==> config.mk <==
export PLATFORM = sky130hd
export DESIGN_NAME = debounce_bank_flat
export DESIGN_NICKNAME = d
export VERILOG_FILES = /design/src/rtl/debounce_pkg.sv /design/src/rtl/debounce_if.sv /design/src/rtl/debounce_chan.sv /design/src/rtl/debounce_bank.sv /design/src/flat_wrapper.sv
export SDC_FILE = /design/constraint.sdc
export NUM_CORES = 1
export LEC_CHECK = 0
export ABC_AREA = 1
export BUFFER_PORTS_ARGS = -buffer_cell sky130_fd_sc_hd__buf_2
export CORE_MARGIN = 3
export CORE_UTILIZATION = 50
export DETAILED_ROUTE_END_ITERATION = 7
export HOLD_SLACK_MARGIN = 0.15
export PLACE_DENSITY = 0.73
export SLEW_MARGIN = 20
export SYNTH_ARGS = -nofsm -noshare
export SYNTH_HDL_FRONTEND = slang
export SYNTH_SLANG_ARGS = --single-unit
==> constraint.sdc <==
create_clock -name clk -period 2 [get_ports clk]
set_input_delay 0 -clock clk [delete_from_list [all_inputs] [get_ports clk]]
set_output_delay 0 -clock clk [all_outputs]
set_load 0.005 [all_outputs]
==> src/rtl/debounce_pkg.sv <==
// Shared types and constants for the debounce bank.
package debounce_pkg;

    typedef enum logic [1:0] {
        RELEASED  = 2'd0,
        PRESSING  = 2'd1,
        PRESSED   = 2'd2,
        RELEASING = 2'd3
    } deb_state_t;

    localparam int unsigned DEB_SYNC_STAGES = 2;

    // Debounced level is high once a press has qualified, until a release qualifies.
    function automatic logic is_level(input deb_state_t s);
        return (s == PRESSED) || (s == RELEASING);
    endfunction

endpackage

==> src/rtl/debounce_if.sv <==
// Pin-side inputs and debounced outputs of the debounce bank.
interface debounce_if #(
    parameter int unsigned CHANNELS = 4
);
    logic                i_sample_en;
    logic [CHANNELS-1:0] i_button;
    logic [CHANNELS-1:0] o_level;
    logic [CHANNELS-1:0] o_press;
    logic [CHANNELS-1:0] o_release;
    logic [CHANNELS-1:0] o_long_press;

    modport master (
        output i_sample_en, i_button,
        input  o_level, o_press, o_release, o_long_press
    );

    modport slave (
        input  i_sample_en, i_button,
        output o_level, o_press, o_release, o_long_press
    );
endinterface

==> src/rtl/debounce_chan.sv <==
// One debounce channel: 2-flop synchroniser, qualification FSM and counter.
// Optional hold counter for long_press under `DEBOUNCE_LONG_PRESS_EN.
module debounce_chan
    import debounce_pkg::*;
#(
    parameter int unsigned STABLE_CYCLES = 16,
    parameter int unsigned LONG_CYCLES   = 5000
) (
    input  logic clk,
    input  logic rst_n,
    input  logic i_sample_en,
    input  logic i_button,
    output logic o_level,
    output logic o_press,
    output logic o_release,
    output logic o_long_press
);

    localparam int unsigned     CNT_W    = $clog2(STABLE_CYCLES);
    localparam logic [CNT_W-1:0] CNT_LAST = CNT_W'(STABLE_CYCLES - 1);

    if ((STABLE_CYCLES < 2) || (LONG_CYCLES < 1)) begin : g_bad_params
        $error("debounce_chan: STABLE_CYCLES must be >= 2 and LONG_CYCLES >= 1");
    end

    logic [DEB_SYNC_STAGES-1:0] r_sync;
    logic                       w_sync;

    deb_state_t       r_state;
    deb_state_t       w_state_nxt;
    logic [CNT_W-1:0] r_cnt;
    logic [CNT_W-1:0] w_cnt_nxt;
    logic             r_level;
    logic             r_press;
    logic             r_release;
    logic             w_press_c;
    logic             w_release_c;

    // Synchroniser runs every clock, independent of the sampling strobe.
    always_ff @(posedge clk or negedge rst_n) begin
        if (!rst_n) begin
            r_sync <= '0;
        end else begin
            r_sync <= {r_sync[DEB_SYNC_STAGES-2:0], i_button};
        end
    end

    assign w_sync = r_sync[DEB_SYNC_STAGES-1];

    // Next state: count consecutive samples disagreeing with level, flip on the last one.
    always_comb begin
        w_state_nxt = r_state;
        w_cnt_nxt   = r_cnt;
        w_press_c   = 1'b0;
        w_release_c = 1'b0;
        if (i_sample_en) begin
            case (r_state)
                RELEASED: begin
                    if (w_sync) begin
                        w_state_nxt = PRESSING;
                        w_cnt_nxt   = CNT_W'(1);
                    end else begin
                        w_cnt_nxt = '0;
                    end
                end
                PRESSING: begin
                    if (!w_sync) begin
                        w_state_nxt = RELEASED;
                        w_cnt_nxt   = '0;
                    end else if (r_cnt == CNT_LAST) begin
                        w_state_nxt = PRESSED;
                        w_cnt_nxt   = '0;
                        w_press_c   = 1'b1;
                    end else begin
                        w_cnt_nxt = r_cnt + CNT_W'(1);
                    end
                end
                PRESSED: begin
                    if (!w_sync) begin
                        w_state_nxt = RELEASING;
                        w_cnt_nxt   = CNT_W'(1);
                    end else begin
                        w_cnt_nxt = '0;
                    end
                end
                RELEASING: begin
                    if (w_sync) begin
                        w_state_nxt = PRESSED;
                        w_cnt_nxt   = '0;
                    end else if (r_cnt == CNT_LAST) begin
                        w_state_nxt = RELEASED;
                        w_cnt_nxt   = '0;
                        w_release_c = 1'b1;
                    end else begin
                        w_cnt_nxt = r_cnt + CNT_W'(1);
                    end
                end
                default: begin
                    w_state_nxt = RELEASED;
                    w_cnt_nxt   = '0;
                end
            endcase
        end
    end

    always_ff @(posedge clk or negedge rst_n) begin
        if (!rst_n) begin
            r_state   <= RELEASED;
            r_cnt     <= '0;
            r_level   <= 1'b0;
            r_press   <= 1'b0;
            r_release <= 1'b0;
        end else begin
            r_state   <= w_state_nxt;
            r_cnt     <= w_cnt_nxt;
            r_level   <= is_level(w_state_nxt);
            r_press   <= w_press_c;
            r_release <= w_release_c;
        end
    end

    assign o_level   = r_level;
    assign o_press   = r_press;
    assign o_release = r_release;

`ifdef DEBOUNCE_LONG_PRESS_EN
    localparam int unsigned      HOLD_W   = $clog2(LONG_CYCLES + 1);
    localparam logic [HOLD_W-1:0] HOLD_MAX = HOLD_W'(LONG_CYCLES);

    logic [HOLD_W-1:0] r_hold;
    logic [HOLD_W-1:0] w_hold_nxt;
    logic              w_long_c;
    logic              r_long;

    // Keeps counting through RELEASING so an incomplete release bounce cannot re-arm it.
    always_comb begin
        w_hold_nxt = r_hold;
        w_long_c   = 1'b0;
        if (!r_level) begin
            w_hold_nxt = '0;
        end else if (i_sample_en && (r_hold != HOLD_MAX)) begin
            w_hold_nxt = r_hold + HOLD_W'(1);
            w_long_c   = (r_hold == (HOLD_MAX - HOLD_W'(1)));
        end
    end

    always_ff @(posedge clk or negedge rst_n) begin
        if (!rst_n) begin
            r_hold <= '0;
            r_long <= 1'b0;
        end else begin
            r_hold <= w_hold_nxt;
            r_long <= w_long_c;
        end
    end

    assign o_long_press = r_long;
`else
    assign o_long_press = 1'b0;
`endif

endmodule

==> src/rtl/debounce_bank.sv <==
// Multi-channel button debouncer: CHANNELS independent debounce_chan instances.
// Long-press detection is built only when `DEBOUNCE_LONG_PRESS_EN is defined.
module debounce_bank
    import debounce_pkg::*;
#(
    parameter int unsigned CHANNELS      = 4,
    parameter int unsigned STABLE_CYCLES = 16,
    parameter int unsigned LONG_CYCLES   = 5000
) (
    input  logic       clk,
    input  logic       rst_n,
    debounce_if.slave  bus
);

    logic [CHANNELS-1:0] w_level;
    logic [CHANNELS-1:0] w_press;
    logic [CHANNELS-1:0] w_release;
    logic [CHANNELS-1:0] w_long;

    for (genvar g = 0; g < int'(CHANNELS); g++) begin : g_chan
        debounce_chan #(
            .STABLE_CYCLES (STABLE_CYCLES),
            .LONG_CYCLES   (LONG_CYCLES)
        ) u_chan (
            .clk          (clk),
            .rst_n        (rst_n),
            .i_sample_en  (bus.i_sample_en),
            .i_button     (bus.i_button[g]),
            .o_level      (w_level[g]),
            .o_press      (w_press[g]),
            .o_release    (w_release[g]),
            .o_long_press (w_long[g])
        );
    end

    assign bus.o_level      = w_level;
    assign bus.o_press      = w_press;
    assign bus.o_release    = w_release;
    assign bus.o_long_press = w_long;

endmodule

==> src/flat_wrapper.sv <==
// flat-port wrapper written by rule: the top's interface ports become plain ports
module debounce_bank_flat import debounce_pkg::*;
#(
    parameter int unsigned CHANNELS      = 4,
    parameter int unsigned STABLE_CYCLES = 16,
    parameter int unsigned LONG_CYCLES   = 5000
)
  (clk, rst_n, bus_i_sample_en, bus_i_button, bus_o_level, bus_o_press, bus_o_release, bus_o_long_press);
  debounce_if #(.CHANNELS(CHANNELS)) bus_i ();
  input  logic clk;
  input  logic rst_n;
  input wire logic [$bits(bus_i.i_sample_en)-1:0] bus_i_sample_en;
  input wire logic [$bits(bus_i.i_button)-1:0] bus_i_button;
  output wire logic [$bits(bus_i.o_level)-1:0] bus_o_level;
  output wire logic [$bits(bus_i.o_press)-1:0] bus_o_press;
  output wire logic [$bits(bus_i.o_release)-1:0] bus_o_release;
  output wire logic [$bits(bus_i.o_long_press)-1:0] bus_o_long_press;
  assign bus_i.i_sample_en = bus_i_sample_en;
  assign bus_i.i_button = bus_i_button;
  assign bus_o_level = bus_i.o_level;
  assign bus_o_press = bus_i.o_press;
  assign bus_o_release = bus_i.o_release;
  assign bus_o_long_press = bus_i.o_long_press;
  debounce_bank #(.CHANNELS(CHANNELS), .STABLE_CYCLES(STABLE_CYCLES), .LONG_CYCLES(LONG_CYCLES)) u_core (.clk(clk), .rst_n(rst_n), .bus(bus_i));
endmodule
==> impl_metrics.py <==
metrics = {
    "synthesis": {
        "postSynthAreaPerCell_um2": 8.79,
        "synth_warnings": 0,
        "syn_inst": 228,
        "synth-seq-cells": 44,
        "ys_types": 21,
        "synth_area_um2": 2000,
        "ys_seq_area_share_pct": 54.9,
    },
    "grt": {
        "grt_pass1_vias": 1198,
        "grtUsageTotal_pct": 13.6,
        "antenna_found_initial": 0,
        "grt_max_degree": 31,
        "grt_pass1_wl_um": 5230,
        "grt-ovfl-total": 0,
    },
    "final_layout": {
        "multi_input_area_um2": 677,
        "fin_util_pct": 57.4,
        "fill_cells": 325,
        "syn2layout_area_growth_pct": 7.99,
        "antenna_cells": 0,
        "fin_nets": 252,
        "seq_area_um2": 1100,
        "drive_gt1_share_pct": 16.9,
    },
    "sta": {
        "fin_crit_sh_pct": 61.9,
        "setup-tns-final_ps": 0,
        "maxSlewHeadroom_pct": 64.7,
        "grt_setup_unrepaired": "no",
        "slew_viol_final": 0,
        "hold_viol": 0,
        "max_clock_freq_ghz": 0.808,
        "tightestPinTransition_ps": 529,
        "setup_viol": 0,
        "layout_min_cycle_time_ps": 1240,
        "fin_skew_ps": 8.11,
    },
    "clocking": {
        "postCtsSetupRepairBufs": 0,
        "worstSkewPairLatency_ps": 300,
        "cts_buffers": 5,
        "cts_root_buf": "clkbuf_8",
        "cts_tree": "done",
        "clock_sinks": 44,
        "path_clk_slew_ps": 80,
        "htreeDepth": 2,
        "cts_buffer_depth": 2,
    },
    "worst_setup_path": {
        "required_ps": 2200,
        "cp_max_fo": 5,
        "critPathBufInv": 1,
        "crit_slowest_cell": "dfrtp_1",
        "crit_path_frequent_cell": "nand3_2",
        "r2r_start": "u_core.g_chan[0].u_chan.r_cnt[0]$_DFFE_PN0P_",
        "end_kind": "flop",
        "cp.arrival_ps": 1430,
        "worst-path-stages": 6,
        "start_kind": "flop",
        "path_delay_family": "simple AND/OR/NAND/NOR gates",
        "cp_cell_sequence": "ha_1 > nand3_2 > nor2_4 > nand3_2 > nand2_2 > inv_1",
        "worstSetupPathType": "reg -> reg",
        "r2r_cells": 6,
        "slowest_delay_ps": 420,
        "startpoint": "u_core.g_chan[0].u_chan.r_cnt[0]$_DFFE_PN0P_",
    },
    "hold_path": {
        "min_path_type": "in -> async",
    },
    "route": {
        "final_antenna_net_count": 0,
        "routedWlPerCell_um": 10.3,
        "drc": 0,
        "routed_wl_um": 2970,
        "vias": 1405,
        "dr.pass1.iters": 4,
        "vias_per_cell": 4.84,
        "drt-initial-drc-count": 93,
    },
    "placed_design": {
        "port_buffers": 18,
        "dp_hpwl_um": 2010,
        "gp_congestion": 0.784,
    },
    "die": {
        "rows": 22,
        "start_util_pct": 53.2,
        "pin_count": 23,
        "die-area_um2": 4800,
        "fp.dieW_um": 69.3,
        "die_y_um": 69.3,
        "coreArea_um2": 3770,
    },
    "job": {
        "maxCapViolCount": 0,
    },
    "pwr": {
        "powerDensity_nw_per_um2": 752,
        "vdd_drop_max_v": 0.000429,
        "power.leakage_nw": 1.10,
    },
    "outcome": {
        "status": "finished clean",
    },
}
-- timing repair --
action                                 in CTS  in global routing
resized for setup                           0                  0
hold buffers                                5                  0
endpoints found under the hold margin      26                  0
-- cells in the final DEF (no fill, tap or decap), types with 4 or more instances in the layout --
cell	instances
clkbuf_8	6
nand3_1	14
o21ai_1	5
a21oi_1	11
inv_2	5
inv_1	18
ha_1	4
nand2_2	4
buf_2	18
conb_1	4
dlygate4sd3_1	5
nor2_1	13
dfrtp_1	44
nand2_1	70
nand4_1	9
-- report_power, final --
part | internal (mW) | switching [mW] | total [mW] | leakage (nW)
clock | 0.276 | 0.288 | 0.564 | 0.0510
combinational | 0.0396 | 0.0722 | 0.112 | 0.509
sequential | 0.921 | 0.0322 | 0.953 | 0.539
total | 1.24 | 0.392 | 1.63 | 1.10
-- logic make-up after synthesis --
| family | Yosys count | synth area share [%] |
|---|---|---|
| and+or+nand+nor | 116 | 25.5 |
| buffers and inverters | 44 | 11.9 |
| DFF | 44 | 54.9 |
| AOI/OAI and AO/OA | 19 | 4.99 |
| adders and majority gates | 4 | 2.50 |
| other | 1 | 0.187 |
-- synth_stat cells --
cell | count | share of area [%]
nand2_1 | 70 | 13
dfrtp_1 | 44 | 55
buf_4 | 19 | 7.1
inv_1 | 18 | 3.4
nand3_1 | 14 | 3.5
nor2_1 | 13 | 2.4
a21oi_1 | 11 | 2.7
nand4_1 | 9 | 2.8
inv_2 | 5 | 0.94
o21ai_1 | 5 | 1.2
ha_1 | 4 | 2.5
nand2_2 | 4 | 1.2
nand3_2 | 2 | 1.0
nor2_2 | 2 | 0.62
o22ai_1 | 2 | 0.62
a22oi_1 | 1 | 0.37
buf_2 | 1 | 0.25
clkbuf_1 | 1 | 0.19
conb_1 | 1 | 0.19
nor2_4 | 1 | 0.56
nor3_1 | 1 | 0.25
-- layer usage --
| layer | part of all wire, % | GRT usage [%] |
|---|---|---|
| met1 | 46 | 16.4 |
| met5 | 0 | 0 |
| met2 | 48 | 22.0 |
| met3 | 3.7 | 4.78 |
| met4 | 2.2 | 5.86 |
-- sequential cells by signal (all words and copies together) (netlist names) --
name                            cells
u_core.g_chan.u_chan.o_press        4
u_core.g_chan.u_chan.r_state        8
u_core.g_chan.u_chan.o_release      4
u_core.g_chan.u_chan.r_sync         8
u_core.g_chan.u_chan.r_cnt         16
u_core.g_chan.u_chan.o_level        4
-- worst paths after layout --
check / to / slack, ps
worst max-delay path: u_core.g_chan[0].u_chan.r_state[1]$_DFF_PN0_ / 760
worst min register to register: u_core.g_chan[2].u_chan.r_sync[1]$_DFF_PN0_ / 350
min in group clk: u_core.g_chan[1].u_chan.r_cnt[1]$_DFFE_PN0P_ / 210
worst min-delay path: u_core.g_chan[2].u_chan.o_level$_DFF_PN0_ / 200
worst max register to register: u_core.g_chan[0].u_chan.r_state[1]$_DFF_PN0_ / 760
max in group asynchronous: u_core.g_chan[3].u_chan.r_state[1]$_DFF_PN0_ / 1130
-- through the flow --
step | setup WS (ps) | area, um^2 | instances | hold WS (ps) | total power [mW]
after floorplan | 901 | 2020 | 231 | -296 | 1.04
after global placement | 785 | 2020 | 277 | -6.62 | 1.07
after detailed placement | 783 | 2020 | 277 | 4.88 | 1.08
after CTS | 755 | 2160 | 290 | 194 | 1.66
after global routing | 630 | 2160 | 290 | 224 | 1.72
final | 763 | 2160 | 290 | 203 | 1.63
-- area by class of cell --
cell class,count,share of cell area (%)
clock buffer,6,3.82
inverter,23,3.99
tap,48,2.77
clock inverter,2,0.462
timing repair buffer,24,6.82
sequential,44,50.9
multi-input combinational,143,31.3
Power figures use the tool's default switching activity.
